[src/rtl/acc_flag_writeback_if.sv]
// acc_flag_writeback_if: bundles the ALU-result handshake, the architectural
// outputs and the store-path handshake of the writeback stage.
//   slave  : the writeback stage (consumes ALU result, produces acc/flags/store)
//   master : upstream ALU / memory side (drives ALU result and st_ready)
interface acc_flag_writeback_if #(
  parameter int WIDTH = 16
);
  // ALU -> stage
  logic             in_valid;
  logic             in_ready;
  logic [WIDTH-1:0] alu_out;
  logic             alu_zero;
  logic             alu_overflow;
  logic             alu_gt;
  logic             alu_lt;
  logic             wr_acc;
  logic             wr_flags;
  logic             wr_mem;
  logic [2:0]       br_cond;
  // architectural state
  logic [WIDTH-1:0] acc;
  logic [3:0]       flags;     // {OV, LT, GT, Z}
  logic             br_taken;
  // store path
  logic             st_valid;
  logic [WIDTH-1:0] st_data;
  logic             st_ready;

  modport slave (
    input  in_valid, alu_out, alu_zero, alu_overflow, alu_gt, alu_lt,
           wr_acc, wr_flags, wr_mem, br_cond, st_ready,
    output in_ready, acc, flags, br_taken, st_valid, st_data
  );

  modport master (
    output in_valid, alu_out, alu_zero, alu_overflow, alu_gt, alu_lt,
           wr_acc, wr_flags, wr_mem, br_cond, st_ready,
    input  in_ready, acc, flags, br_taken, st_valid, st_data
  );
endinterface

[src/rtl/acc_flag_writeback.sv]
// acc_flag_writeback: writeback stage behind the 16-bit ALU.
// Captures the ALU result into the accumulator, latches status flags,
// resolves conditional branches and forwards stores through a one-entry
// valid/ready buffer. All outputs registered except in_ready.
// Ports:
//   clk   - system clock, rising edge
//   reset - synchronous, active-high
//   bus   - acc_flag_writeback_if.slave (ALU input, acc/flags/br_taken, store)
module acc_flag_writeback #(
  parameter int WIDTH = 16
) (
  input  logic                  clk,
  input  logic                  reset,
  acc_flag_writeback_if.slave   bus
);

  localparam logic [2:0] BR_NONE0 = 3'b000;
  localparam logic [2:0] BR_Z     = 3'b001;
  localparam logic [2:0] BR_NZ    = 3'b010;
  localparam logic [2:0] BR_GT    = 3'b011;
  localparam logic [2:0] BR_LT    = 3'b100;
  localparam logic [2:0] BR_OV    = 3'b101;
  localparam logic [2:0] BR_ALW   = 3'b110;

  logic [WIDTH-1:0] acc_q, acc_d;
  logic [3:0]       flags_q, flags_d;
  logic             br_q, br_d;
  logic             st_valid_q, st_valid_d;
  logic [WIDTH-1:0] st_data_q, st_data_d;

  logic       in_ready;
  logic       accept;
  logic [3:0] in_flags;
  logic [3:0] eff_flags;
  logic       cond_true;

  // Whole stage stalls on a full, non-draining store buffer so that
  // accumulator/flag updates never overtake an outstanding store.
  assign in_ready  = !(st_valid_q && !bus.st_ready);
  assign accept    = bus.in_valid && in_ready;
  assign in_flags  = {bus.alu_overflow, bus.alu_lt, bus.alu_gt, bus.alu_zero};
  // Branch sees this transaction's own flags when it writes them.
  assign eff_flags = bus.wr_flags ? in_flags : flags_q;

  always_comb begin
    cond_true = 1'b0;
    case (bus.br_cond)
      BR_Z:    cond_true = eff_flags[0];
      BR_NZ:   cond_true = !eff_flags[0];
      BR_GT:   cond_true = eff_flags[1];
      BR_LT:   cond_true = eff_flags[2];
      BR_OV:   cond_true = eff_flags[3];
      BR_ALW:  cond_true = 1'b1;
      BR_NONE0: cond_true = 1'b0;
      default: cond_true = 1'b0;
    endcase
  end

  always_comb begin
    acc_d      = acc_q;
    flags_d    = flags_q;
    br_d       = accept && cond_true;
    st_valid_d = st_valid_q;
    st_data_d  = st_data_q;
    if (accept && bus.wr_acc)   acc_d   = bus.alu_out;
    if (accept && bus.wr_flags) flags_d = in_flags;
    // Refill wins over drain: a simultaneous drain+push keeps st_valid high.
    if (accept && bus.wr_mem) begin
      st_valid_d = 1'b1;
      st_data_d  = bus.alu_out;
    end else if (st_valid_q && bus.st_ready) begin
      st_valid_d = 1'b0;
    end
  end

  always_ff @(posedge clk) begin
    if (reset) begin
      acc_q      <= '0;
      flags_q    <= '0;
      br_q       <= 1'b0;
      st_valid_q <= 1'b0;
      st_data_q  <= '0;
    end else begin
      acc_q      <= acc_d;
      flags_q    <= flags_d;
      br_q       <= br_d;
      st_valid_q <= st_valid_d;
      st_data_q  <= st_data_d;
    end
  end

  assign bus.in_ready = in_ready;
  assign bus.acc      = acc_q;
  assign bus.flags    = flags_q;
  assign bus.br_taken = br_q;
  assign bus.st_valid = st_valid_q;
  assign bus.st_data  = st_data_q;

endmodule

[src/flat_wrapper.sv]
// flat-port wrapper written by rule: the top's interface ports become plain ports
module acc_flag_writeback_flat 
#(
  parameter int WIDTH = 16
)
  (clk, reset, bus_in_valid, bus_alu_out, bus_alu_zero, bus_alu_overflow, bus_alu_gt, bus_alu_lt, bus_wr_acc, bus_wr_flags, bus_wr_mem, bus_br_cond, bus_st_ready, bus_in_ready, bus_acc, bus_flags, bus_br_taken, bus_st_valid, bus_st_data);
  acc_flag_writeback_if #(.WIDTH(WIDTH)) bus_i ();
  input  logic clk;
  input  logic reset;
  input wire logic [$bits(bus_i.in_valid)-1:0] bus_in_valid;
  input wire logic [$bits(bus_i.alu_out)-1:0] bus_alu_out;
  input wire logic [$bits(bus_i.alu_zero)-1:0] bus_alu_zero;
  input wire logic [$bits(bus_i.alu_overflow)-1:0] bus_alu_overflow;
  input wire logic [$bits(bus_i.alu_gt)-1:0] bus_alu_gt;
  input wire logic [$bits(bus_i.alu_lt)-1:0] bus_alu_lt;
  input wire logic [$bits(bus_i.wr_acc)-1:0] bus_wr_acc;
  input wire logic [$bits(bus_i.wr_flags)-1:0] bus_wr_flags;
  input wire logic [$bits(bus_i.wr_mem)-1:0] bus_wr_mem;
  input wire logic [$bits(bus_i.br_cond)-1:0] bus_br_cond;
  input wire logic [$bits(bus_i.st_ready)-1:0] bus_st_ready;
  output wire logic [$bits(bus_i.in_ready)-1:0] bus_in_ready;
  output wire logic [$bits(bus_i.acc)-1:0] bus_acc;
  output wire logic [$bits(bus_i.flags)-1:0] bus_flags;
  output wire logic [$bits(bus_i.br_taken)-1:0] bus_br_taken;
  output wire logic [$bits(bus_i.st_valid)-1:0] bus_st_valid;
  output wire logic [$bits(bus_i.st_data)-1:0] bus_st_data;
  assign bus_i.in_valid = bus_in_valid;
  assign bus_i.alu_out = bus_alu_out;
  assign bus_i.alu_zero = bus_alu_zero;
  assign bus_i.alu_overflow = bus_alu_overflow;
  assign bus_i.alu_gt = bus_alu_gt;
  assign bus_i.alu_lt = bus_alu_lt;
  assign bus_i.wr_acc = bus_wr_acc;
  assign bus_i.wr_flags = bus_wr_flags;
  assign bus_i.wr_mem = bus_wr_mem;
  assign bus_i.br_cond = bus_br_cond;
  assign bus_i.st_ready = bus_st_ready;
  assign bus_in_ready = bus_i.in_ready;
  assign bus_acc = bus_i.acc;
  assign bus_flags = bus_i.flags;
  assign bus_br_taken = bus_i.br_taken;
  assign bus_st_valid = bus_i.st_valid;
  assign bus_st_data = bus_i.st_data;
  acc_flag_writeback #(.WIDTH(WIDTH)) u_core (.clk(clk), .reset(reset), .bus(bus_i));
endmodule
[config.mk]
export PLATFORM = sky130hd
export DESIGN_NAME = acc_flag_writeback_flat
export DESIGN_NICKNAME = d
export VERILOG_FILES = /design/src/rtl/acc_flag_writeback_if.sv /design/src/rtl/acc_flag_writeback.sv /design/src/flat_wrapper.sv
export SDC_FILE = /design/constraint.sdc
export NUM_CORES = 1
export LEC_CHECK = 0
export BUFFER_PORTS_ARGS = -buffer_cell sky130_fd_sc_hd__buf_2
export CAP_MARGIN = 20
export CORE_UTILIZATION = 40
export DETAILED_ROUTE_END_ITERATION = 8
export PLACE_DENSITY = 0.74
export SLEW_MARGIN = 20
export SYNTH_ARGS = -nofsm -noshare
export SYNTH_HDL_FRONTEND = slang
export SYNTH_SLANG_ARGS = --single-unit
[constraint.sdc]
create_clock -name clk -period 1.3 [get_ports clk]
set_input_delay 0.195 -clock clk [delete_from_list [all_inputs] [get_ports clk]]
set_output_delay 0.195 -clock clk [all_outputs]
set_load 0.01 [all_outputs]
; ---- Word level (Yosys, flattened, before mapping)
; Index checks and enable logic that the tools add are counted.
[word_totals]
reg_bits = 38
inputBits = 30
output_inout_bits = 39
[op_classes]
eq_ne = 6
mux = 4
n_reduce_logical = 11
[op_table]
columns = cell, count
row1 = == test 3 bit (second input constant), 3
row2 = logical AND 1 bit, 7
row3 = == test 3 x 2 -> 1 bit (second input constant), 2
row4 = case mux 1 bit (6 select lines), 1
row5 = two-way mux 4 bit, 1
row6 = == test 3 x 1 -> 1 bit (second input constant), 1
row7 = zero test 1 bit, 3
row8 = two-way mux 1 bit, 2
row9 = nonzero test 2 bit, 1

; ---- Depth between registers and ports, before layout
[logic_depth]
ltp_word = 6
mapped_depth = 7
ltp_nobuf = 4

; ---- Least setup slack after synthesis
; Ideal clock, no wire load.
[synth_path]
path_type = reg2reg
start = register u_core.st_valid_q, in the netlist u_core.bus.st_valid
end = register u_core.acc_q[4], in the netlist u_core.bus.acc[4]
setup_time_ns = 0.132
arrival_ns = 1.149
required_time_ns = 1.168
path_slack_ns = 0.019
path_stages_with_launch = 8
synth_period_minus_slack_ns = 1.281
path_cell_list = dfxtp_1 -> nand2b_1 -> buf_2 -> and3_1 -> clkbuf_2 -> buf_4 -> nand2_1 -> a21oi_1
[synth_between]
elab_chain_cells = 4
[synth_lines]
columns = item, line
row1 = "start, declared", acc_flag_writeback.sv:28  ; logic st_valid_q, st_valid_d;
row2 = "start signal, assigned", acc_flag_writeback.sv:87  ; st_valid_q <= st_valid_d;
row3 = logical AND 1 bit, acc_flag_writeback.sv:39  ; assign in_ready = !(st_valid_q && !bus.st_ready);
row4 = zero test 1 bit, acc_flag_writeback.sv:39
row5 = via bus_in_ready, flat_wrapper.sv:21  ; output wire logic [$bits(bus_i.in_ready)-1:0] bus_in_ready;
row6 = logical AND 1 bit, acc_flag_writeback.sv:40  ; assign accept = bus.in_valid && in_ready;
row7 = logical AND 1 bit, acc_flag_writeback.sv:65  ; if (accept && bus.wr_acc) acc_d = bus.alu_out;
row8 = "end signal, assigned", acc_flag_writeback.sv:78  ; acc_q <= '0;
row9 = "end signal, assigned", acc_flag_writeback.sv:84  ; acc_q <= acc_d;
row10 = "end, declared", acc_flag_writeback.sv:25  ; logic [WIDTH-1:0] acc_q, acc_d;
; The timed path passes the listed nets, and every way through them passes these cells.
; A chain may end at the register's enable or synchronous reset.

; ---- Worst setup path after layout
[layout_path]
start = register u_core.st_valid_q, in the netlist u_core.bus.st_valid
end = register u_core.st_data_q[3], in the netlist u_core.bus.st_data[3]
[layout_between]
elab_chain_cells = 4
[layout_lines]
columns = item, line
row1 = logical AND 1 bit, acc_flag_writeback.sv:39
row2 = zero test 1 bit, acc_flag_writeback.sv:39
row3 = logical AND 1 bit, acc_flag_writeback.sv:40
row4 = logical AND 1 bit, acc_flag_writeback.sv:68  ; if (accept && bus.wr_mem) begin
row5 = "end signal, assigned", acc_flag_writeback.sv:88  ; st_data_q <= st_data_d;
row6 = "end, declared", acc_flag_writeback.sv:29  ; logic [WIDTH-1:0] st_data_q, st_data_d;
; No other way between the ends.

==> summary.md <==
| Metric | Value |
|---|---|
| Outcome | completed |
| Ys async rst share | 0% |
| Worst Hold Class | in -> reg |
| Hold_ws | ~88 ps |
| Pre-antenna DRT Iters | 4 |
| Synth area leaders | dfxtp_1 (54%), nand2_1 (17%), a21oi_1 (12%), mux2i_1 (4.3%), a2111oi_0 (1.2%) |
| Minimum clock period | about 1200 ps |
| Routed len/inst | about 11 um |
| Detailed placer's ending HPWL | about 2400 um |
| Critical Path Start Type | register |
| Detailed Route WL | between 3000 and 4000 um |
| Post-synth cell types | 18 |
| Fill count | 360 |
| Row Count | 21 |
| Total track usage | between 10% and 20% |
| Critical path arrival | roughly 1400 ps |
| Layout Nets | 276 |
| Multi-input logic area | between 600 and 700 um2 |
| Die X | between 60 and 70 um |
| Fmax | between 800 and 900 MHz |
| Synth warn | 0 |
| Max_cap viols | 0 |
| Root Buffer | clkbuf_4 |
| Seq pwr share | between 50% and 60% |
| Clock Latency Late Sink | about 340 ps |
| Final worst setup slack | around 120 ps |
| Synth top cells by count | nand2_1 (65), dfxtp_1 (38), a21oi_1 (33), mux2i_1 (6) |
| Via/cell ratio | 4.80 |
| Slew at the pin closest to its max-slew limit | 313 ps |
| CP endpoint kind | register |
| Worst-case reg-to-reg path depth | 6 |
| Period utilization | roughly 91% |
| Placeable Area | roughly 0.0033 mm2 |
| CTS Buf Count | 5 |
| Post-synth EDFFs | 0 |
| Required @ worst endpoint | 1530 ps |
| Combinational share of power | 14.8% |
| FF+latch area | 761 um2 |
| Synthesized net count | slightly above 200 |
| Reg2Reg Launch Point | u_core.bus.st_valid |
| Power Internal | roughly 0.0016 W |
| CTS HTree Levels | 2 |
| Post-Syn Instances | 173 |
| CTS Sinks | 38 |
| DRT antenna net count | 0 |
| R2R setup slack | 120 ps |
| Routability congestion estimate | approximately 0.70 |
| Post-synth top area share | around 54% |
| Vias in the first global route | 1111 |
| Bufs on Longest Clock Path | 2 |
| Max-slew headroom | 79.1% |
| Critical path type | reg -> reg |
| Top cell type by total area after synthesis | dfxtp_1 |
| Crit. Startpoint | u_core.bus.st_valid |
| Ports | 69 |
| Fin cells | roughly 290 |
| First-pass GRT wire length | 4900 um |
| Routed via count | roughly 1.4k |
| Starting Density | a little over two fifths |
| RSZ-0062 raised after global routing | false |
| R2R Path End | u_core.bus.st_data[3] |
| Final hold vios | 0 |
| Largest net degree at the start of global routing | 21 |
| Total gr overflow | 0 |
| Area Overhead vs Synth | 35.4% |
| Full die area | 0.00375 mm2 |
| DRC | 0 |
| Initial antenna violation count | 0 |
| Clock network power share | ~28% |
| CTS clock-pin slew for the worst setup and hold paths | 110 ps |
| # setup viols final | 0 |
| Dpl cells | between 200 and 300 |
| Share of cells above drive strength 1 | a little under two fifths |
| # diodes | 0 |
| Leak | 0.918 nW |
| Ys flop type | dfxtp_1 |
| CTS tree | built |
| Place WS | -84.2 ps |
| VDD IR-drop max | approximately 550 uV |
| Sw power | between 0.0005 and 0.0006 W |
| Pwr per Cell Area | 1140 mW/mm2 |
| Clock Skew | 7.85 ps |
| #FFs+latches synth | 38 |
| Sw Ratio | approximately a quarter |
| CP max FO | 6 |
| IO Port Bufs | slightly below 70 |
| Most common cell in the netlist | nand2_1 |
| Fin util | between 50% and 60% |
| Slew Limit Fails | 0 |
| Post-Synthesis Cell Area | between 0.001 and 0.0015 mm2 |
| Iteration-0 DRC Markers | between 60 and 70 |
| Synth Area per Inst | between 8 and 9 um2 |
| Setup_tns | 0 ps |
| Register area share after synthesis | about 54% |
| Crit path to | u_core.bus.st_data[3] |
| Die Span Y | approximately 60 um |
## logic make-up after synthesis
kind of cell	synth area share (%)
multiplexers	4.28
AND/OR/NAND/NOR	21.9
flip-flops	54.2
buffers and inverters	4.72
AO/OA/AOI/OAI	14.9
## cells in the final DEF (no fill, tap or decap), types with 2 or more instances in the layout
cell type	instances
nand3_2	3
nand2_1	65
dfxtp_1	38
mux2i_1	6
clkbuf_4	5
a221oi_1	2
a21oi_1	33
buf_2	69
inv_1	3
a2111oi_2	2
buf_4	7
nor2_1	4
## cell type report
cell class	count	share of cell area (%)
multi-input cells	121	32.1
flip-flops and latches	38	40.0
clock buffers	6	2.70
well taps	46	3.03
inverters	3	0.592
repair buffers	77	21.5
## through the flow
step / instance area [um2] / total power, W
global route: 1900 / 0.00229
CTS: 1860 / 0.00217
detailed placement: 1810 / 0.00158
global placement: 1810 / 0.00158
floorplan: 1400 / 0.00143
finish: 1900 / 0.00217
## sequential cells by signal, summed over array words and instances, names as in the netlist
signal	count
u_core.bus.br_taken	1
u_core.bus.acc	16
u_core.bus.flags	4
u_core.bus.st_data	16
u_core.bus.st_valid	1
## layer usage
| layer | global-route usage [%] | share of wire [%] | vias to the layer above |
|---|---|---|---|
| met5 | 0 | 0 | - |
| met4 | 8.44 | 1.3 | 0 |
| met3 | 6.93 | 6.2 | 4 |
| met2 | 28.7 | 48 | 50 |
| met1 | 22.3 | 45 | 626 |
| li1 | - | - | 716 |
## worst min-delay path by stage
| stage | startpoint | slack [ps] | cells past startpoint | endpoint |
|---|---|---|---|---|
| after floorplan | bus_alu_out[0] | 330 | 2 | u_core.bus.acc[0] |
| after global placement | u_core.bus.acc[13] | 440 | 2 | u_core.bus.acc[13] |
| after detailed placement | u_core.bus.st_data[5] | 440 | 2 | u_core.bus.st_data[5] |
| after CTS | bus_alu_out[10] | 90 | 3 | u_core.bus.acc[10] |
| after global routing | bus_alu_out[7] | 70 | 3 | u_core.bus.acc[7] |
| final | bus_alu_out[13] | 90 | 3 | u_core.bus.acc[13] |
## power by group through the flow
stage	Sequential (W)	Clock [W]	Combinational [W]
3_5_place_dp	0.00127	0	0.000307
6_report	0.00125	0.000601	0.000321
5_1_grt	0.00125	0.000682	0.000358
4_1_cts	0.00125	0.000618	0.000309
3_3_place_gp	0.00127	0	0.000305
2_1_floorplan	0.00130	0	0.000133
## critical path, cell delays in order (launching register included)
cell and delay (ps):
dfxtp_1 320, nand2b_1 150, buf_4 170, nand3_2 120, buf_4 180, nand2_1 70
a21oi_1 60
## timing repair
item                                    in CTS  in global routing
cloned                                       0                  1
gates resized for setup                      2                  9
buffers inserted                             0                  0
hold endpoints to repair                     0                  0
hold buffers                                 0                  0
endpoints found under the setup margin      32                 15
(Power assumes the default switching activity.)
